## src/rtl/pc_pkg.sv

```systemverilog
// Shared constants and FSM state type for the fetch-side PC sequencer.
package pc_pkg;

  localparam logic [31:0] RESET_PC_DEFAULT = 32'h0000_3000;
  localparam logic [31:0] PC_INC           = 32'd4;
  localparam logic [31:0] LINK_OFS         = 32'd8;

  typedef enum logic [0:0] {
    S_BOOT = 1'b0,
    S_REQ  = 1'b1
  } fetch_state_e;

endpackage

```

## src/rtl/pc_next_sel.sv

```systemverilog
// Next fetch-address choice: redirect beats sequential +4, which beats hold.
module pc_next_sel
  import pc_pkg::*;
(
  input  logic        redir_valid,
  input  logic [31:0] redir_pc,
  input  logic        advance,
  input  logic [31:0] npc,
  output logic [31:0] npc_next
);

  always_comb begin
    npc_next = npc;
    if (redir_valid) begin
      npc_next = redir_pc;
    end else if (advance) begin
      npc_next = npc + PC_INC;
    end
  end

endmodule

```

## src/rtl/pc_fetch_seq.sv

```systemverilog
// Fetch PC sequencer with one-entry IF/ID buffer and delay-slot redirect.
// Optional misaligned-fetch exception enabled by defining ALIGN_CHECK_EN.
module pc_fetch_seq
  import pc_pkg::*;
#(
  parameter logic [31:0] RESET_PC = RESET_PC_DEFAULT
) (
  input  logic        clk,
  input  logic        reset_n,
  input  logic        redir_valid,
  input  logic [31:0] redir_pc,
  output logic        im_req,
  output logic [31:0] im_addr,
  input  logic        im_ack,
  input  logic [31:0] im_rdata,
  output logic        if_valid,
  input  logic        if_ready,
  output logic [31:0] if_instr,
  output logic [31:0] if_pc,
  output logic [31:0] if_pc8,
  output logic        exc_adel
);

  fetch_state_e state_q, state_d;
  logic [31:0]  npc_q, npc_d;
  logic         valid_q, valid_d;
  logic [31:0]  instr_q, instr_d;
  logic [31:0]  pc_q, pc_d;
  logic         buf_free;
  logic         misaligned;
  logic [31:0]  fetch_addr;
  logic         req;
  logic         launch;
  logic         exc_load;

`ifdef ALIGN_CHECK_EN
  logic adel_q, adel_d;
  assign misaligned = |npc_q[1:0];
  assign fetch_addr = npc_q;
  assign exc_adel   = adel_q;
`else
  assign misaligned = 1'b0;
  assign fetch_addr = {npc_q[31:2], 2'b00};
  assign exc_adel   = 1'b0;
`endif

  always_comb begin
    buf_free = !valid_q || if_ready;
    req      = (state_q == S_REQ) && buf_free && !misaligned;
    launch   = req && im_ack;
    exc_load = (state_q == S_REQ) && buf_free && misaligned;
  end

  pc_next_sel u_next_sel (
    .redir_valid (redir_valid),
    .redir_pc    (redir_pc),
    .advance     (launch),
    .npc         (npc_q),
    .npc_next    (npc_d)
  );

  // A launch refills the buffer even while it drains, giving one instruction per cycle.
  always_comb begin
    valid_d = valid_q;
    instr_d = instr_q;
    pc_d    = pc_q;
`ifdef ALIGN_CHECK_EN
    adel_d  = adel_q;
`endif
    if (launch) begin
      valid_d = 1'b1;
      instr_d = im_rdata;
      pc_d    = fetch_addr;
`ifdef ALIGN_CHECK_EN
      adel_d  = 1'b0;
`endif
    end else if (exc_load) begin
      valid_d = 1'b1;
      instr_d = 32'h0;
      pc_d    = npc_q;
`ifdef ALIGN_CHECK_EN
      adel_d  = 1'b1;
`endif
    end else if (valid_q && if_ready) begin
      valid_d = 1'b0;
    end
  end

  always_comb begin
    state_d = S_REQ;
  end

  always_ff @(posedge clk or negedge reset_n) begin
    if (!reset_n) begin
      state_q <= S_BOOT;
    end else begin
      state_q <= state_d;
    end
  end

  always_ff @(posedge clk or negedge reset_n) begin
    if (!reset_n) begin
      npc_q   <= RESET_PC;
      valid_q <= 1'b0;
      instr_q <= 32'h0;
      pc_q    <= RESET_PC;
`ifdef ALIGN_CHECK_EN
      adel_q  <= 1'b0;
`endif
    end else begin
      npc_q   <= npc_d;
      valid_q <= valid_d;
      instr_q <= instr_d;
      pc_q    <= pc_d;
`ifdef ALIGN_CHECK_EN
      adel_q  <= adel_d;
`endif
    end
  end

  assign im_req   = req;
  assign im_addr  = fetch_addr;
  assign if_valid = valid_q;
  assign if_instr = instr_q;
  assign if_pc    = pc_q;
  assign if_pc8   = pc_q + LINK_OFS;

endmodule

```

## config.mk

```make
export PLATFORM = sky130hd
export DESIGN_NAME = pc_fetch_seq
export DESIGN_NICKNAME = d
export VERILOG_FILES = /design/src/rtl/pc_pkg.sv /design/src/rtl/pc_next_sel.sv /design/src/rtl/pc_fetch_seq.sv
export SDC_FILE = /design/constraint.sdc
export NUM_CORES = 1
export LEC_CHECK = 0
export CELL_PAD_IN_SITES_DETAIL_PLACEMENT = 0
export CELL_PAD_IN_SITES_GLOBAL_PLACEMENT = 1
export CORE_ASPECT_RATIO = 0.9
export CORE_UTILIZATION = 35
export DETAILED_ROUTE_END_ITERATION = 16
export MAX_ROUTING_LAYER = met4
export PLACE_DENSITY = 0.84
export SKIP_CTS_REPAIR_TIMING = 1
export SYNTH_ARGS = -nofsm -noshare
export SYNTH_HDL_FRONTEND = slang
export SYNTH_SLANG_ARGS = --single-unit
export TNS_END_PERCENT = 100
```

## constraint.sdc

```tcl
create_clock -name clk -period 4.3 [get_ports clk]
set_input_delay 1.29 -clock clk [delete_from_list [all_inputs] [get_ports clk]]
set_output_delay 1.29 -clock clk [all_outputs]
set_load 0.02 [all_outputs]
```

==> results_dict.tcl, run 1 <==
set metrics [dict create \
    dp_hpwl_mm 10.2 \
    postLayoutCellArea_um2 7170 \
    synth_edf_count 0 \
    finalSetupTns_ns 0 \
    routed_wl_mm 13.4 \
    vias 4304 \
    core_um2 13500 \
    rows 40 \
    die_y_um 114 \
    final_nets 710 \
    insertion_delay_ns 0.33 \
    endpoint_kind "output pin" \
    rsz0062_at_grt "no" \
    path_max_fanout 15 \
    antenna_found_initial 0 \
    synth_area_um2 4900 \
    cpMostUsedCell "and4_1" \
    yosys_register_bits 94 \
    dp_cells 796 \
    port_buffers 190 \
    crit_chain "and4_1, and4_1, nand4_1, xnor2_1, clkdlybuf4s50_1" \
    cts-root-buf "clkbuf_16" \
    cts_tree "yes" \
    synth_area_per_cell_um2 10.7 \
    ant_nets 0 \
    place_ws_ns 0.405 \
    post-route-period-util_pct 95.1 \
    ys_types 47 \
    globalplace.congestion 0.853 \
    fin_ws_ns 0.210 \
    p_leak_nw 2.76 \
    syn-instance-count 458 \
    n_antenna_cell 0 \
    grt_max_degree 39 \
    grt_pass1_vias 4265 \
    cts.htree.levels 3 \
    dieArea_um2 14500 \
    start_util_pct 36.3 \
    fin_crit_ns 4.09 \
    arrival_ns 2.80 \
    drv_slew 0 \
    finClkSkew_ns 0.00590 \
    route.detailed.drc 0 \
    rr_worst_depth 4 \
    nFillCells 1187 \
    setup_viol 0 \
    routed_via_density 5.31 \
    overflow 0 \
    hold_viol_final 0 \
    timing.fmax_mhz 245 \
    power_density_nw_per_um2 420 \
    yosysWarningCount 0 \
    placed_area_um2 6920 \
    clock_sinks 94 \
    peakVddDrop_uv 187 \
    drv_cap 0 \
    path_class "reg2out" \
    run_status "finished clean" \
    fin_hold_ws_ns 0.508 \
    dieWidth_um 127 \
    cp_slowest_cell "clkdlybuf4s50_1" \
    io_pins 200 \
    drt_first_pass_iters 4 \
    cts_buffer_depth 2 \
    final_cell_mix "clkdlybuf4s50_1, dfrtp_1, mux2_2, nand2_1, nand3_1" \
    syn_to_final_growth_pct 46.3 \
    layout_commonest_cell "clkdlybuf4s50_1" \
    cpPeakStageDelay_ns 0.62 \
    clk_pin_slew_ns 0.06 \
    async_reset_ff_share_pct 100 \
    first_iter_violations 233 \
    drive_gt1_share_pct 14.5 \
    whs_path_depth 1 \
    wl_per_cell_um 16.5 \
    grt_use_total_pct 19.6 \
    grt_pass1_wl_mm 21.6 \
    cp.required_ns 3.01 \
    yosysSeqAreaShare_pct 48.1 \
    numCtsBuffers 9 \
    finalNonFillerCells 810 \
    worst_setup_path_start_kind "flop" \
    ys.flop_type "dfrtp_1" \
    hold_path_class "reg2reg" \
]
==> flip-flops by register name, summed over array words and instances (netlist names) <==
name      cells
state_q       1
npc_q        30
if_valid      1
if_pc        30
if_instr     32
==> final timing paths <==
kind / from / end / slack, ns
max: if_pc[12]$_DFFE_PN1P_ / if_pc8[31] / 0.21
min: if_instr[4]$_DFFE_PN0P_ / if_instr[4]$_DFFE_PN0P_ / 0.51
max reg2reg: npc_q[12]$_DFFE_PN1P_ / npc_q[26]$_DFFE_PN0P_ / 1.95
min reg2reg: if_instr[4]$_DFFE_PN0P_ / if_instr[4]$_DFFE_PN0P_ / 0.51
max in group asynchronous: reset_n / if_instr[11]$_DFFE_PN0P_ / 2.65
min in group asynchronous: reset_n / if_pc[28]$_DFFE_PN0P_ / 0.85
==> report_power, final <==
| part | total (mW) | internal (mW) | switching [mW] |
|---|---|---|---|
| clock network | 0.711 | 0.402 | 0.309 |
| registers | 1.21 | 1.03 | 0.178 |
| logic | 1.09 | 0.581 | 0.511 |
==> cell families after synthesis <==
logic type,Yosys count,share of synthesized area (%)
and+or+nand+nor,173,19.7
DFF,94,48.1
muxes,61,14.0
AOI/OAI and AO/OA,54,7.47
buffers and inverters,39,4.23
xor gates and xnor gates,33,5.89
adders and majority gates,2,0.510
other,2,0.153
==> stage by stage <==
stage | total power, mW | utilization [%]
finish | 3.02 | 53.1
global route | 3.17 | 53.1
CTS | 3.06 | 53.1
detailed placement | 2.33 | 51.2
global placement | 2.30 | 51.2
floorplan | 1.74 | -
==> layer usage <==
metal,global-route usage [%],up-vias,wire length (um)
met3,3.08,21,736
li1,-,2050,-
met5,-,-,0
met1,24.5,2086,5840
met2,32.2,147,6500
met4,7.78,0,298
==> synthesized netlist by cell type, types with 2 or more instances <==
| library cell | number | area, um2 |
|---|---|---|
| inv_1 | 5 | 18.8 |
| nor3_1 | 5 | 25.0 |
| ha_1 | 2 | 25.0 |
| dfstp_2 | 4 | 105 |
| conb_1 | 2 | 7.51 |
| buf_4 | 8 | 60.1 |
| nor2b_1 | 3 | 18.8 |
| buf_2 | 11 | 55.1 |
| dfrtp_1 | 90 | 2250 |
| a31oi_1 | 14 | 87.6 |
| nand3_1 | 28 | 140 |
| and2_1 | 5 | 31.3 |
| or2_2 | 3 | 18.8 |
| mux2_2 | 60 | 676 |
| o21ai_0 | 15 | 75.1 |
| or3_1 | 3 | 18.8 |
| or4_1 | 9 | 67.6 |
| and4_1 | 9 | 78.8 |
| o31ai_1 | 10 | 75.1 |
| nor4_1 | 3 | 18.8 |
| clkbuf_1 | 11 | 41.3 |
| dlygate4sd1_1 | 2 | 17.5 |
| nor2_1 | 22 | 82.6 |
| o311ai_0 | 7 | 61.3 |
| nand2_1 | 36 | 135 |
| and3_1 | 13 | 81.3 |
| nand4b_1 | 2 | 17.5 |
| nand4_1 | 26 | 163 |
| xor2_1 | 6 | 52.6 |
| xnor2_1 | 27 | 236 |
==> worst max-delay path: cells and delay by family (launching register included) <==
kind	cells	cell delay, ns
xor gates and xnor gates	1	0.21
buffers and inverters	1	0.62
DFF	1	0.57
and+or+nand+nor	3	1.06
==> layout make-up <==
| cell class | instances | area (um2) | area share [%] |
|---|---|---|---|
| inverter | 5 | 18.8 | 0.262 |
| tap | 168 | 210 | 2.93 |
| clock inverter | 1 | 7.51 | 0.105 |
| clock buffer | 13 | 250 | 3.49 |
| timing repair buffer | 198 | 1960 | 27.3 |
| sequential | 94 | 2360 | 32.9 |
| multi-input combinational | 331 | 2370 | 33.0 |
Power figures use the tool's default switching activity.
==> inputs of run 2 (changes only) <==
--- a/config.mk
+++ b/config.mk
@@ -11,7 +11,7 @@
 export CORE_UTILIZATION = 35
 export DETAILED_ROUTE_END_ITERATION = 16
 export MAX_ROUTING_LAYER = met4
-export PLACE_DENSITY = 0.84
+export PLACE_DENSITY = 0.86
 export SKIP_CTS_REPAIR_TIMING = 1
 export SYNTH_ARGS = -nofsm -noshare
 export SYNTH_HDL_FRONTEND = slang
==> results_dict.tcl, run 2 (synthesis results as in run 1) <==
set metrics [dict create \
    wl_per_cell_um 16.8 \
    first_iter_violations 192 \
    dieArea_um2 14500 \
    start_util_pct 36.3 \
    path_max_fanout 15 \
    setup_viol 0 \
    port_buffers 190 \
    clock_power_share_pct 25.4 \
    whs_path_depth 1 \
    fin_crit_ns 4.09 \
    rows 40 \
    drv_cap 0 \
    drv_slew 0 \
    arrival_ns 2.80 \
    worst_slew_pin_slew_ns 1.11 \
    vias 4390 \
    cp.required_ns 3.01 \
    regToRegStartpoint "npc_q[12]$_DFFE_PN1P_" \
    run_status "finished clean" \
    insertion_delay_ns 0.34 \
    dieWidth_um 127 \
    routed_via_density 5.41 \
    final_cell_mix "clkdlybuf4s50_1, dfrtp_1, mux2_2, nand2_1, nand3_1" \
    ant_nets 0 \
    layout_commonest_cell "clkdlybuf4s50_1" \
    rr_worst_depth 4 \
    hold_end "if_instr[21]$_DFFE_PN0P_" \
    post-route-period-util_pct 95.2 \
    worst_setup_path_start_kind "flop" \
    timing.fmax_mhz 244 \
    p_leak_nw 2.77 \
    die_y_um 114 \
    overflow 0 \
    clk_pin_slew_ns 0.07 \
    n_antenna_cell 0 \
    hold_path_class "reg2reg" \
    rrSetupSlack_ns 1.93 \
    globalplace.congestion 0.858 \
    power_density_nw_per_um2 430 \
    dp_hpwl_mm 10.2 \
    endpoint_kind "output pin" \
    cts.htree.levels 3 \
    routed_wl_mm 13.6 \
    cts_buffer_depth 2 \
    largest_reg_flops 32 \
    grt_max_degree 88 \
    drt_first_pass_iters 4 \
    final_nets 709 \
    peakVddDrop_uv 225 \
    grt_pass1_wl_mm 21.8 \
    fin_hold_ws_ns 0.506 \
    power_mw 3.10 \
    grt_use_total_pct 19.8 \
    io_pins 200 \
    power_frac_seq_pct 39.1 \
    numCtsBuffers 9 \
    cts-root-buf "clkbuf_16" \
    grt_pass1_vias 4174 \
    hold_viol_final 0 \
    finClkSkew_ns 0.00836 \
    route.detailed.drc 0 \
    p_int_mw 2.07 \
    slew_headroom_pct 25.8 \
    antenna_found_initial 0 \
    netSwitchingFraction_pct 33.4 \
    comb_power_share_pct 35.5 \
    drive_gt1_share_pct 14.9 \
    r2r-end "npc_q[26]$_DFFE_PN0P_" \
    core_um2 13500 \
    path_class "reg2out" \
    finalSetupTns_ns 0 \
    rsz0062_at_grt "no" \
    final_util_pct 53.3 \
    cts_tree "yes" \
    clock_sinks 94 \
    syn_to_final_growth_pct 46.8 \
    hp-start "if_instr[21]$_DFFE_PN0P_" \
    p_sw_mw 1.03 \
]
[run 2: power by group through the flow]
stage	Clock, mW	Sequential, mW	Combinational, mW
2_1_floorplan	0	1.36	0.375
3_3_place_gp	0	1.21	1.09
3_5_place_dp	0	1.23	1.11
4_1_cts	0.809	1.21	1.11
5_1_grt	0.845	1.24	1.16
6_report	0.788	1.21	1.10
[run 2: worst max path at each step]
stage / cells past startpoint / start / endpoint
3_3_place_gp: 4 / if_ready / im_req
6_report: 5 / if_pc[12]$_DFFE_PN1P_ / if_pc8[31]
5_1_grt: 5 / if_pc[12]$_DFFE_PN1P_ / if_pc8[31]
3_5_place_dp: 4 / if_ready / im_req
2_1_floorplan: 6 / if_pc[12]$_DFFE_PN1P_ / if_pc8[26]
4_1_cts: 5 / if_pc[12]$_DFFE_PN1P_ / if_pc8[31]
[run 2: through the flow]
stage / area [um2] / setup WS, ns / std cells
4_1_cts: 7200 / 0.167 / 811
6_report: 7200 / 0.207 / 811
3_5_place_dp: 6910 / 0.411 / 795
5_1_grt: 7200 / 0.0325 / 811
2_1_floorplan: 4930 / 1.07 / 464
3_3_place_gp: 6910 / 0.411 / 795
[run 2: layout make-up]
cell class                      instances  area, um2
Clock inverter                          6       62.6
Multi-Input combinational cell        331       2370
Clock buffer                           10        229
Inverter                                5       18.8
Fill cell                            1183       6310
Tap cell                              168        210
Timing Repair Buffer                  197       1950
Sequential cell                        94       2360
[run 2: worst max-delay path, cell delays in order (launching register included)]
cell             delay (ns)
dfstp_2                0.57
and4_1                 0.26
and4_1                 0.51
nand4_1                0.28
xnor2_1                0.22
clkdlybuf4s50_1        0.63
[run 2: per-layer routing]
layer  part of all wire, %  vias up  track usage (%)  routed length, um
met2                    48      171             31.4               6480
met5                     0        -                -                  0
met1                    44     2151             25.5               5990
met4                   1.8        0             7.14                246
met3                   6.6       18             3.83                895
li1                      -     2050                -                  -
